$ cat src/rtl/iob_axis2axi_wr_pkg.sv
// Shared FSM encoding and fixed AXI field values for the AXI-Stream to AXI write bridge.
package iob_axis2axi_wr_pkg;

  typedef enum logic [2:0] {
    IDLE = 3'd0,
    CALC = 3'd1,
    ADDR = 3'd2,
    DATA = 3'd3,
    RESP = 3'd4
  } state_t;

  // Bursts must not cross this byte boundary
  localparam logic [12:0] PAGE_BYTES = 13'h1000;

  // Fixed AXI write-address attributes: 4-byte beats, INCR, normal modifiable
  localparam logic [2:0] AXI_SIZE_W32   = 3'd2;
  localparam logic [1:0] AXI_BURST_INCR = 2'd1;
  localparam logic       AXI_LOCK_VAL   = 1'b0;
  localparam logic [3:0] AXI_CACHE_VAL  = 4'd2;
  localparam logic [3:0] AXI_QOS_VAL    = 4'd0;

endpackage

$ cat src/rtl/iob_axis2axi_wr_len.sv
// Burst length: min(remaining words, max burst, words left before the 4 KiB page end).
module iob_axis2axi_wr_len #(
  parameter int AXI_ADDR_W = 32,
  parameter int BURST_W    = 4
) (
  input  logic [AXI_ADDR_W-1:0] addr_i,
  input  logic [AXI_ADDR_W-1:0] remaining_i,
  output logic [BURST_W:0]      burst_o
);
  import iob_axis2axi_wr_pkg::*;

  localparam logic [AXI_ADDR_W-1:0] BURST_SIZE = AXI_ADDR_W'(2 ** BURST_W);

  logic [AXI_ADDR_W-1:0] page_words;
  logic [AXI_ADDR_W-1:0] cap;
  logic [AXI_ADDR_W-1:0] min_w;
  logic                  unused_addr;

  assign unused_addr = ^addr_i;

  generate
    if (AXI_ADDR_W >= 13) begin : g_page
      logic [12:0] page_bytes;
      assign page_bytes = PAGE_BYTES - {1'b0, addr_i[11:2], 2'b00};
      assign page_words = AXI_ADDR_W'(page_bytes >> 2);
    end else begin : g_nopage
      // Address space smaller than one page: no boundary can be crossed
      assign page_words = BURST_SIZE;
    end
  endgenerate

  // Three-way minimum
  always_comb begin
    cap     = (remaining_i < BURST_SIZE) ? remaining_i : BURST_SIZE;
    min_w   = (page_words < cap) ? page_words : cap;
    burst_o = (BURST_W + 1)'(min_w);
  end

endmodule

$ cat src/rtl/iob_axis2axi_wr.sv
// AXI-Stream to AXI4 write bridge: one outstanding INCR burst at a time, 4 KiB safe.
// Optional macro IOB_AXIS2AXI_WR_ERR_EN: non-OKAY bresp sets sticky error_o and aborts.
module iob_axis2axi_wr #(
  parameter int AXI_ADDR_W = 32,
  parameter int AXI_DATA_W = 32,
  parameter int AXI_LEN_W  = 8,
  parameter int AXI_ID_W   = 1,
  parameter int BURST_W    = 4
) (
  input  logic                    clk_i,
  input  logic                    cke_i,
  input  logic                    arst_n_i,
  input  logic [AXI_ADDR_W-1:0]   config_in_addr_i,
  input  logic [AXI_ADDR_W-1:0]   config_in_length_i,
  input  logic                    config_in_valid_i,
  output logic                    config_in_ready_o,
  input  logic [AXI_DATA_W-1:0]   axis_in_data_i,
  input  logic                    axis_in_valid_i,
  output logic                    axis_in_ready_o,
  output logic [AXI_ADDR_W-1:0]   awaddr_o,
  output logic [AXI_LEN_W-1:0]    awlen_o,
  output logic [2:0]              awsize_o,
  output logic [1:0]              awburst_o,
  output logic [AXI_ID_W-1:0]     awid_o,
  output logic                    awlock_o,
  output logic [3:0]              awcache_o,
  output logic [3:0]              awqos_o,
  output logic                    awvalid_o,
  input  logic                    awready_i,
  output logic [AXI_DATA_W-1:0]   wdata_o,
  output logic [AXI_DATA_W/8-1:0] wstrb_o,
  output logic                    wlast_o,
  output logic                    wvalid_o,
  input  logic                    wready_i,
  input  logic [1:0]              bresp_i,
  input  logic                    bvalid_i,
  output logic                    bready_o,
  output logic                    error_o
);
  import iob_axis2axi_wr_pkg::*;

  localparam logic [BURST_W:0] ONE_BEAT = (BURST_W + 1)'(1);

  state_t                state_q, state_d;
  logic [AXI_ADDR_W-1:0] addr_q;
  logic [AXI_ADDR_W-1:0] rem_q;
  logic [AXI_LEN_W-1:0]  awlen_q;
  logic [BURST_W:0]      beat_q;
  logic [BURST_W:0]      burst;
  logic [AXI_ADDR_W-1:0] burst_bytes;
  logic                  last_beat;
  logic                  bad_resp;
  logic                  cmd_go;
  logic                  w_hs;
  logic                  unused_cfg;

  assign unused_cfg = ^config_in_addr_i[1:0];

  iob_axis2axi_wr_len #(
    .AXI_ADDR_W(AXI_ADDR_W),
    .BURST_W   (BURST_W)
  ) u_len (
    .addr_i     (addr_q),
    .remaining_i(rem_q),
    .burst_o    (burst)
  );

  assign cmd_go      = config_in_valid_i && (config_in_length_i != '0);
  assign w_hs        = axis_in_valid_i && wready_i;
  assign last_beat   = (AXI_LEN_W'(beat_q) == awlen_q);
  assign burst_bytes = (AXI_ADDR_W'(awlen_q) + AXI_ADDR_W'(1)) << 2;

  assign awaddr_o  = addr_q;
  assign awlen_o   = awlen_q;
  assign awsize_o  = AXI_SIZE_W32;
  assign awburst_o = AXI_BURST_INCR;
  assign awid_o    = '0;
  assign awlock_o  = AXI_LOCK_VAL;
  assign awcache_o = AXI_CACHE_VAL;
  assign awqos_o   = AXI_QOS_VAL;
  assign wstrb_o   = '1;
  assign wdata_o   = axis_in_data_i;

`ifdef IOB_AXIS2AXI_WR_ERR_EN
  logic error_q;
  assign bad_resp = (bresp_i != 2'b00);
  assign error_o  = error_q;

  // Sticky error flag, set by a non-OKAY write response
  always_ff @(posedge clk_i or negedge arst_n_i) begin
    if (!arst_n_i) error_q <= 1'b0;
    else if (cke_i && state_q == RESP && bvalid_i && bad_resp) error_q <= 1'b1;
  end
`else
  logic unused_bresp;
  assign unused_bresp = ^bresp_i;
  assign bad_resp     = 1'b0;
  assign error_o      = 1'b0;
`endif

  // State register
  always_ff @(posedge clk_i or negedge arst_n_i) begin
    if (!arst_n_i) state_q <= IDLE;
    else if (cke_i) state_q <= state_d;
  end

  // Next state and handshake outputs
  always_comb begin
    state_d           = state_q;
    config_in_ready_o = 1'b0;
    awvalid_o         = 1'b0;
    wvalid_o          = 1'b0;
    axis_in_ready_o   = 1'b0;
    wlast_o           = 1'b0;
    bready_o          = 1'b0;
    case (state_q)
      IDLE: begin
        config_in_ready_o = 1'b1;
        if (cmd_go) state_d = CALC;
      end
      CALC: state_d = ADDR;
      ADDR: begin
        awvalid_o = 1'b1;
        if (awready_i) state_d = DATA;
      end
      DATA: begin
        wvalid_o        = axis_in_valid_i;
        axis_in_ready_o = wready_i;
        wlast_o         = last_beat;
        if (w_hs && last_beat) state_d = RESP;
      end
      RESP: begin
        bready_o = 1'b1;
        if (bvalid_i) state_d = (bad_resp || rem_q == '0) ? IDLE : CALC;
      end
      default: state_d = IDLE;
    endcase
  end

  // Address, remaining length, awlen and beat counter
  always_ff @(posedge clk_i or negedge arst_n_i) begin
    if (!arst_n_i) begin
      addr_q  <= '0;
      rem_q   <= '0;
      awlen_q <= '0;
      beat_q  <= '0;
    end else if (cke_i) begin
      case (state_q)
        IDLE: if (cmd_go) begin
          addr_q <= {config_in_addr_i[AXI_ADDR_W-1:2], 2'b00};
          rem_q  <= config_in_length_i;
        end
        CALC: begin
          awlen_q <= AXI_LEN_W'(burst - ONE_BEAT);
          rem_q   <= rem_q - AXI_ADDR_W'(burst);
          beat_q  <= '0;
        end
        DATA: if (w_hs) beat_q <= beat_q + ONE_BEAT;
        RESP: if (bvalid_i) begin
          addr_q <= addr_q + burst_bytes;
          if (bad_resp) rem_q <= '0;
        end
        default: ;
      endcase
    end
  end

endmodule

$ cat config.mk
export PLATFORM = sky130hd
export DESIGN_NAME = iob_axis2axi_wr
export DESIGN_NICKNAME = d
export VERILOG_FILES = /design/src/rtl/iob_axis2axi_wr_pkg.sv /design/src/rtl/iob_axis2axi_wr_len.sv /design/src/rtl/iob_axis2axi_wr.sv
export SDC_FILE = /design/constraint.sdc
export NUM_CORES = 1
export LEC_CHECK = 0
export BUFFER_PORTS_ARGS = -buffer_cell sky130_fd_sc_hd__clkbuf_2
export CAP_MARGIN = 20
export CORE_MARGIN = 3
export CORE_UTILIZATION = 40
export CTS_CLUSTER_DIAMETER = 30
export DETAILED_ROUTE_END_ITERATION = 12
export GPL_ROUTABILITY_DRIVEN = 0
export MAX_ROUTING_LAYER = met4
export PLACE_DENSITY = 0.64
export SKIP_LAST_GASP = 1
export SYNTH_ARGS = -nofsm -noshare
export SYNTH_HDL_FRONTEND = slang
export SYNTH_SLANG_ARGS = --single-unit
$ cat constraint.sdc
create_clock -name clk_i -period 12.3 [get_ports clk_i]
set_input_delay 0.615 -clock clk_i [delete_from_list [all_inputs] [get_ports clk_i]]
set_output_delay 0.615 -clock clk_i [all_outputs]
set_load 0.005 [all_outputs]
# After elaboration in Yosys (flattened, before gate mapping)
# Cells that the tools add are included.
# totals
in_bits	106
regBits	80
wordCells	58
out_inout_bits	98
# classes
n_eq_ne	10
magnitude_cmp	2
addsub	6
reduce_logical	14
mux	21
# op_table
operator	count
$mux 32	4
$pmux 32 s2	2
$add 32x11->32	1
$logic_not 32->1	1
$lt 11x32->1	1
$lt 32x5->1 const B	1
$reduce_bool 32->1	1
$sub 32x5->32	1
$pmux 3 s5	1
$sub 13x12->13 const A	1
$mux 3	4
$mux 5	2
$ne 2x2->1 const B	5
$pmux 5 s2	1
$add 8x1->9 const B	1
$eq 5x8->1	1
$mux 1	7
$eq 3x2->1 const B	2
$reduce_and 3->1	2
$reduce_bool 2->1	3
$sub 5x1->6 const B	1
$add 5x1->5 const B	1
$reduce_and 5->1	1
$reduce_and 4->1	1
other kinds (5)	7

# Longest topological paths before layout
# Gate-level depths: netlist of the first run.
# logic_depth
word_depth	6
ltp_mapped	22

# Cells and area by module
# A second synthesis of the first run with hierarchy kept.
# hier_totals
cells_unflattened	787
hier_area_um2	6296.0
# modules_own_cells
mod	area_per_inst_um2	cells_each	instances	seq_area_each_um2
iob_axis2axi_wr	5709.2	708	1	1901.8
iob_axis2axi_wr_len	586.8	79	1	0.0

# Least setup slack after synthesis of the first run
# Ideal clock, no wire load.
# synth_path
kind	flip-flop to flip-flop
startpoint	register rem_q[22]
endpoint	register rem_q[19]
setup_time_ps	139
t_required_ps	12161
path_slack_ps	7356
path_stages_with_launch	20
arrival_ps	4804
path_buffers	3
path_cell_list	dfrtp_1 -> nor4_4 -> and4b_1 -> and4_4 -> clkbuf_1 -> nand2_1 -> ha_1 -> a211oi_1 -> nand3_1 -> o2bb2ai_1 -> a41oi_4 -> buf_6 -> o22a_1 -> ha_1 -> or3_1 -> or4_1 -> clkbuf_1 -> a2111oi_1 -> a31o_2 -> a22oi_1
# synth_via
elab_chain_len	6
# synth_lines
item	line_no	rtl
start: declaration	iob_axis2axi_wr.sv:46	logic [AXI_ADDR_W-1:0] rem_q;
start signal: assignment	iob_axis2axi_wr.sv:151	rem_q <= config_in_length_i;
start signal: assignment	iob_axis2axi_wr.sv:155	rem_q <= rem_q - AXI_ADDR_W'(burst);
$lt 32x5->1	iob_axis2axi_wr_len.sv:34	cap = (remaining_i < BURST_SIZE) ? remaining_i : BURST_SIZE;
$mux 32 *	iob_axis2axi_wr_len.sv:34	
$lt 11x32->1	iob_axis2axi_wr_len.sv:35	min_w = (page_words < cap) ? page_words : cap;
$mux 5 *	iob_axis2axi_wr_len.sv:35	
$sub 32x5->32 *	iob_axis2axi_wr.sv:155	
$pmux 32 s2 *	iob_axis2axi_wr.sv:148	case (state_q)
# Mark *: on every way between the ends. The rest lies on a longest branch, timed or not.
# A chain may end at the register's enable or synchronous reset.

# Final worst setup path of the first run
# layout_path
startpoint	register rem_q[23]
endpoint	register rem_q[15]
# The elaborated chain is that of the path after synthesis.

==> summary.md, run 1 <==
| Metric | Value |
|---|---|
| Status | finished, final reports clean |
| Post-Syn Area | 6270 um2 |
| Most common flop cell mapped by yosys | dfrtp_1 |
| Tot GR Track Use | 19.4% |
| Clock transition at path regs | about 60 ps |
| Worst setup path start | rem_q[23] |
| Reg power frac | between 20% and 30% |
| Final setup vio count | 0 |
| Share of the synthesized area in the top cell type | 30.4% |
| Sequential-to-total area share from yosys stat | 30.4% |
| Critical path peak fanout | 13 |
| Placeable Area | ~15000 um2 |
| DP HPWL | 11700 um |
| Vias in the first global route | 5408 |
| Sink Count | 76 |
| Max-Cap Viols | 0 |
| # diodes | 0 |
| Die area | approximately 17000 um2 |
| Period utilization | 42.9% |
| Arrival time worst endpoint | 5530 ps |
| Max stage delay on crit path | 560 ps |
| Max Buffers Root-to-Sink | 2 |
| Max-slew headroom | 44.1% |
| P_leak | between 3 and 4 nW |
| Setup skew after layout | between 10 and 15 ps |
| Netlist cell types | ~70 |
| CTS Hold Bufs | 0 |
| CTS tree | done |
| Final Max Slew Viols | 0 |
| Fin crit period | 5280 ps |
| CTS Buf Count | 9 |
| Critical path required time | approximately 13000 ps |
| Fin. Hold Viols | 0 |
| CTS root buffer | clkbuf_16 |
| Fin cells | 1064 |
| FP Rows | 45 |
| Initial antenna violation count | 0 |
| CTS resizes | 0 |
| Total grt overflow | 0 |
| Worst Setup End Kind | register |
| Final wirelength | around 16000 um |
| Area growth, synth to finish | 11.0% |
| CP max-delay cell | a2111oi_1 |
| Synth warn | 0 |
| Syn Inst Count | 790 |
| Avg Synthesized Cell Area | 7.93 um2 |
| Drt via density | 5.45 |
| Die Ht | 131 um |
| Pwr Density | 268 nW/um2 |
| Routed Antenna Nets | 0 |
| RSZ-0062 raised after global routing | false |
| Count leader, synth | a21oi_1 |
| VDD IR-drop max | a little under 0.1 mV |
| Fill cells | roughly 1600 |
| TNS Setup | 0 ps |
| Share of cells above drive strength 1 | 18.1% |
| Setup Buffers After CTS | 0 |
| Initial DRC Count | 364 |
| Seq cells post-synth | 76 |
| Die width | 131 um |
| Largest net degree at the start of global routing | 77 |
| First-pass GRT wire length | 27200 um |
| Top cells by area, synth | dfrtp_1 30%, buf_4 6.7%, a21oi_1 6.5% |
| Worst r2r dst | rem_q[15] |
| FF-to-FF Start | rem_q[23] |
| Number of I/O port buffers | 113 |
| Placed cells | 1047 |
| NetSw | 907 uW |
| # H-tree levels | 3 |
| Comb pwr share | between 50 and 60% |
| R2R setup slack | approximately 7000 ps |
| Clock power share | 14.0% |
| Worst slew pin tran | 836 ps |
| DR DRC count | 0 |
| Router iterations before antenna repair | 5 |
| Sw Share | between 40% and 50% |
| Number of synthesized flops with an enable pin | 0 |
| Fmax | 189 MHz |
| Int Pwr | around 960 uW |
| CP bufs+invs | 0 |
| Hold Crit Class | primary input to asynchronous set/reset pin |
| Setup Crit Path Kind | register to register |
| FFs w/ async S/R, synth | 100% |
| Wirelength per Cell | 15.4 um |
| Post-synth top cells | 82 x a21oi_1, 79 x nand2_1, 76 x dfrtp_1, 76 x nor2_1, 56 x buf_4 |
| Via Count | 5804 |
| R2R depth | 18 |
| Area leader, netlist | dfrtp_1 |
| Crit-path leading delay family | compound AO/OA/AOI/OAI gates |
| Starting Density | 41.1% |
| Io pins | about 200 |
| Layout net count | 982 |
| CP cell instances | nor4_4 -> and4b_1 -> and4_4 -> ha_1 -> nor3_1 -> or3_1 -> o2bb2ai_1 -> a41oi_4 -> nor2b_1 -> a31oi_1 -> ha_1 -> nor2b_1 -> o22a_1 -> o32ai_2 -> o21ai_2 -> a2111oi_1 -> o21ai_0 -> a22oi_1 |
| Clk_lat worst skew | 350 ps |
| Startpoint types | register |
[metal layers]
metal	part of all wire [%]	vias to the layer above	wire length [um]	track usage [%]
met5	0	-	0	-
met4	1.2	0	189	4.32
met3	5.5	14	896	4.06
met2	46	160	7540	30.8
met1	47	2720	7750	25.7
li1	-	2910	-	-
[flip-flops by register name, summed over array words and instances, names as in the netlist]
signal    cells
rem_q        32
awaddr_o     30
awlen_o       6
beat_q        5
state_q       3
[layout by cell type (no fill, tap or decap), types with 12 or more instances in the layout]
master    count
clkbuf_2    112
nand2_1      79
ha_1         26
xor2_1       17
conb_1       28
nor3_1       17
inv_1        29
o21ai_0      48
a21oi_1      82
xnor2_1      15
nor4_1       14
dfrtp_1      76
nor2_1       75
nand3_1      27
and3_1       12
nand4_1      13
[power groups by stage]
stage	Clock, mW	Combinational [mW]	Sequential [mW]
after floorplan	0	0.852	0.492
after global placement	0	1.04	0.547
after detailed placement	0	1.06	0.550
after CTS	0.265	1.06	0.546
after global routing	0.279	1.21	0.573
final	0.262	1.06	0.548
[logic make-up (layout without fill, tap and decap cells)]
| kind of cell | count (synthesis) | in the layout | share of synthesized area, % |
|---|---|---|---|
| xor gates and xnor gates | 32 | 32 | 4.47 |
| DFF | 76 | 76 | 30.4 |
| muxes | 7 | 7 | 1.16 |
| adders and majority gates | 28 | 28 | 5.83 |
| AOI/OAI and AO/OA | 243 | 243 | 25.9 |
| other | 2 | 28 | 0.120 |
| and+or+nand+nor | 273 | 273 | 20.9 |
| buffers and inverters | 129 | 166 | 11.3 |
[area by class of cell]
type,instances,area [um2],share of cell area [%]
multi-input cells,611,3750,54.0
clock inverters,6,55.1,0.791
flip-flops and latches,76,1900,27.3
well taps,211,264,3.79
inverters,30,113,1.62
repair buffers,120,641,9.21
clock buffers,10,229,3.29
[metrics by stage]
stage	utilization [%]	worst slack [ps]	hold slack, ps	cell area (um2)	power [mW]
6_report	45.6	7020	210	6960	1.87
5_1_grt	45.6	6380	228	6960	2.06
4_1_cts	45.4	7020	502	6930	1.87
3_5_place_dp	43.6	7050	504	6650	1.61
3_3_place_gp	43.6	7090	508	6650	1.59
2_1_floorplan	-	7360	319	6360	1.34
[worst register-to-register path, cell delays in order (launching register included)]
cell	delay, ps
dfrtp_1	410
nor4_4	440
and4b_1	320
and4_4	350
ha_1	200
nor3_1	50
or3_1	340
o2bb2ai_1	190
a41oi_4	410
nor2b_1	90
a31oi_1	370
ha_1	310
nor2b_1	150
o22a_1	190
o32ai_2	190
o21ai_2	290
a2111oi_1	560
o21ai_0	140
a22oi_1	200
[how the worst max path moves through the flow]
stage                 to  slack, ps  cells past startpoint
6_report       rem_q[15]       7020                     18
5_1_grt        rem_q[15]       6380                     18
4_1_cts        rem_q[15]       7020                     18
3_5_place_dp   rem_q[15]       7050                     18
3_3_place_gp   rem_q[29]       7090                     18
2_1_floorplan  rem_q[19]       7360                     19
Note: power is estimated with default switching activity, not from simulation.
==> run 2, diff against run 1 <==
- clock period: 12.3 -> 5.3 ns (I/O delays scaled with it)
==> summary.md, run 2 (synthesized netlist as in run 1, its figures left out) <==
| Metric | Value |
|---|---|
| Post-Place Worst Slack | 226 ps |
| VDD IR-drop max | about 0.33 mV |
| Die width | 131 um |
| Pwr Density | 636 nW/um2 |
| Reg power frac | approximately 28% |
| Final setup vio count | 0 |
| DP HPWL | 11900 um |
| Critical path peak fanout | 13 |
| Max reg flops | 32 |
| Total grt overflow | 0 |
| Io pins | 204 |
| # H-tree levels | 3 |
| RSZ-0062 raised after global routing | false |
| TNS Setup | 0 ps |
| Fill cells | 1544 |
| CTS Buf Count | 9 |
| Sink Count | 76 |
| CTS tree | done |
| # diodes | 0 |
| Most frequent CP cell | ha_1 |
| Commonest non-fill, non-tap cell in the layout | clkbuf_2 |
| Period utilization | 94.2% |
| Clk_lat worst skew | 350 ps |
| Most frequent cells in the layout | 112 x clkbuf_2, 82 x a21oi_1, 79 x nand2_1 |
| Int Pwr | 2.37 mW |
| Arrival time worst endpoint | 5250 ps |
| Layout net count | 996 |
| Max-slew headroom | 41.6% |
| Placeable Area | 15300 um2 |
| Router iterations before antenna repair | 4 |
| CTS root buffer | clkbuf_16 |
| Max stage delay on crit path | approximately 590 ps |
| Crit-path leading delay family | simple AND/OR/NAND/NOR gates |
| Fin crit period | 4990 ps |
| First-pass GRT wire length | about 28000 um |
| Setup Crit Path Kind | register to register |
| Setup skew after layout | 8.16 ps |
| Startpoint types | register |
| Largest net degree at the start of global routing | 77 |
| Drt via density | 5.55 |
| Starting Density | between 40% and 50% |
| Largest Register | rem_q |
| Min Hold Slack | ~160 ps |
| Max Buffers Root-to-Sink | 2 |
| Comb pwr share | between 50% and 60% |
| Tot GR Track Use | 19.6% |
| Max-Cap Viols | 0 |
| Clock transition at path regs | 60 ps |
| Die Ht | 131 um |
| Fin. Hold Viols | 0 |
| Worst slew pin tran | 874 ps |
| Sw Share | 47.7% |
| Routed Antenna Nets | 0 |
| CP bufs+invs | 0 |
| Critical path required time | 5560 ps |
| Wirelength per Cell | approximately 15 um |
| Final core occ | 46.7% |
| FP Rows | 45 |
| Vias in the first global route | 5537 |
| Worst Setup End Kind | register |
| Final wirelength | 16600 um |
| Initial DRC Count | between 300 and 400 |
| Number of I/O port buffers | between 100 and 150 |
| Die area | 17200 um2 |
| Initial antenna violation count | 0 |
| Via Count | roughly 6000 |
| Status | finished, final reports clean |
| Fmax | roughly 200 MHz |
| Setup WS post-layout | 307 ps |
| CP cell instances | nor4_4 -> and4b_1 -> and4_4 -> nand2_1 -> ha_1 -> a211oi_1 -> nand3_1 -> o2bb2ai_1 -> a41oi_4 -> o22a_1 -> ha_1 -> or3_1 -> or4_1 -> a2111oi_2 -> o21ai_0 -> a22oi_1 |
| Hold Crit Class | primary input to register |
| CP max-delay cell | or4_1 |
| Share of cells above drive strength 1 | 19.8% |
| P_leak | 3.10 nW |
| DR DRC count | 0 |
| Clock power share | 14.8% |
| NetSw | 2.16 mW |
| Area growth, synth to finish | 13.8% |
| Final Max Slew Viols | 0 |
-- run 2: area by class of cell --
class | count | area (um2) | share of cell area, %
clock inverter | 7 | 91.3 | 1.28
clock buffer | 9 | 225 | 3.16
timing repair buffer | 134 | 748 | 10.5
multi-input combinational | 611 | 3790 | 53.1
tap | 211 | 264 | 3.70
sequential | 76 | 1900 | 26.7
inverter | 30 | 113 | 1.58
-- run 2: worst min-delay path, stage by stage --
cell      delay (ps)
clkbuf_2          80
nand2_1           50
a31oi_1           70
-- run 2: worst paths after layout --
path | start | endpoint | slack (ps) | depth (start not counted)
hold reg to reg | rem_q[31] | rem_q[31] | 530 | 1
min in group asynchronous | arst_n_i | awaddr_o[8] | 340 | 2
max in group asynchronous | arst_n_i | rem_q[19] | 4350 | 3
setup reg to reg | rem_q[21] | rem_q[19] | 310 | 16
setup / recovery | rem_q[21] | rem_q[19] | 310 | 16
hold / removal | config_in_addr_i[9] | awaddr_o[9] | 160 | 3
-- run 2: stage by stage --
step,power (mW),instance area [um2],cells
final,4.54,7130,1078
after global routing,4.96,7130,1078
after CTS,4.51,7050,1074
after detailed placement,3.82,6730,1058
after global placement,3.79,6730,1058
after floorplan,3.12,6360,816
-- run 2: metal layers --
layer,wire (um),vias to the layer above,GRT usage (%)
li1,-,2937,-
met1,7730,2837,26.5
met5,0,-,-
met3,1040,23,4.13
met4,298,0,4.96
met2,7540,191,30.3
-- run 2: timing repair --
action | in CTS | in global routing
buffers inserted | 0 | 2
endpoints found under the setup margin | 0 | 21
hold endpoints to repair | 0 | 16
hold buffers | 0 | 1
resized for setup | 0 | 5
-- run 2: power groups by stage --
stage / clock (mW) / combinational, mW / sequential (mW)
4_1_cts: 0.682 / 2.58 / 1.25
3_3_place_gp: 0 / 2.54 / 1.25
3_5_place_dp: 0 / 2.57 / 1.26
6_report: 0.673 / 2.60 / 1.27
5_1_grt: 0.703 / 2.93 / 1.33
2_1_floorplan: 0 / 1.98 / 1.14
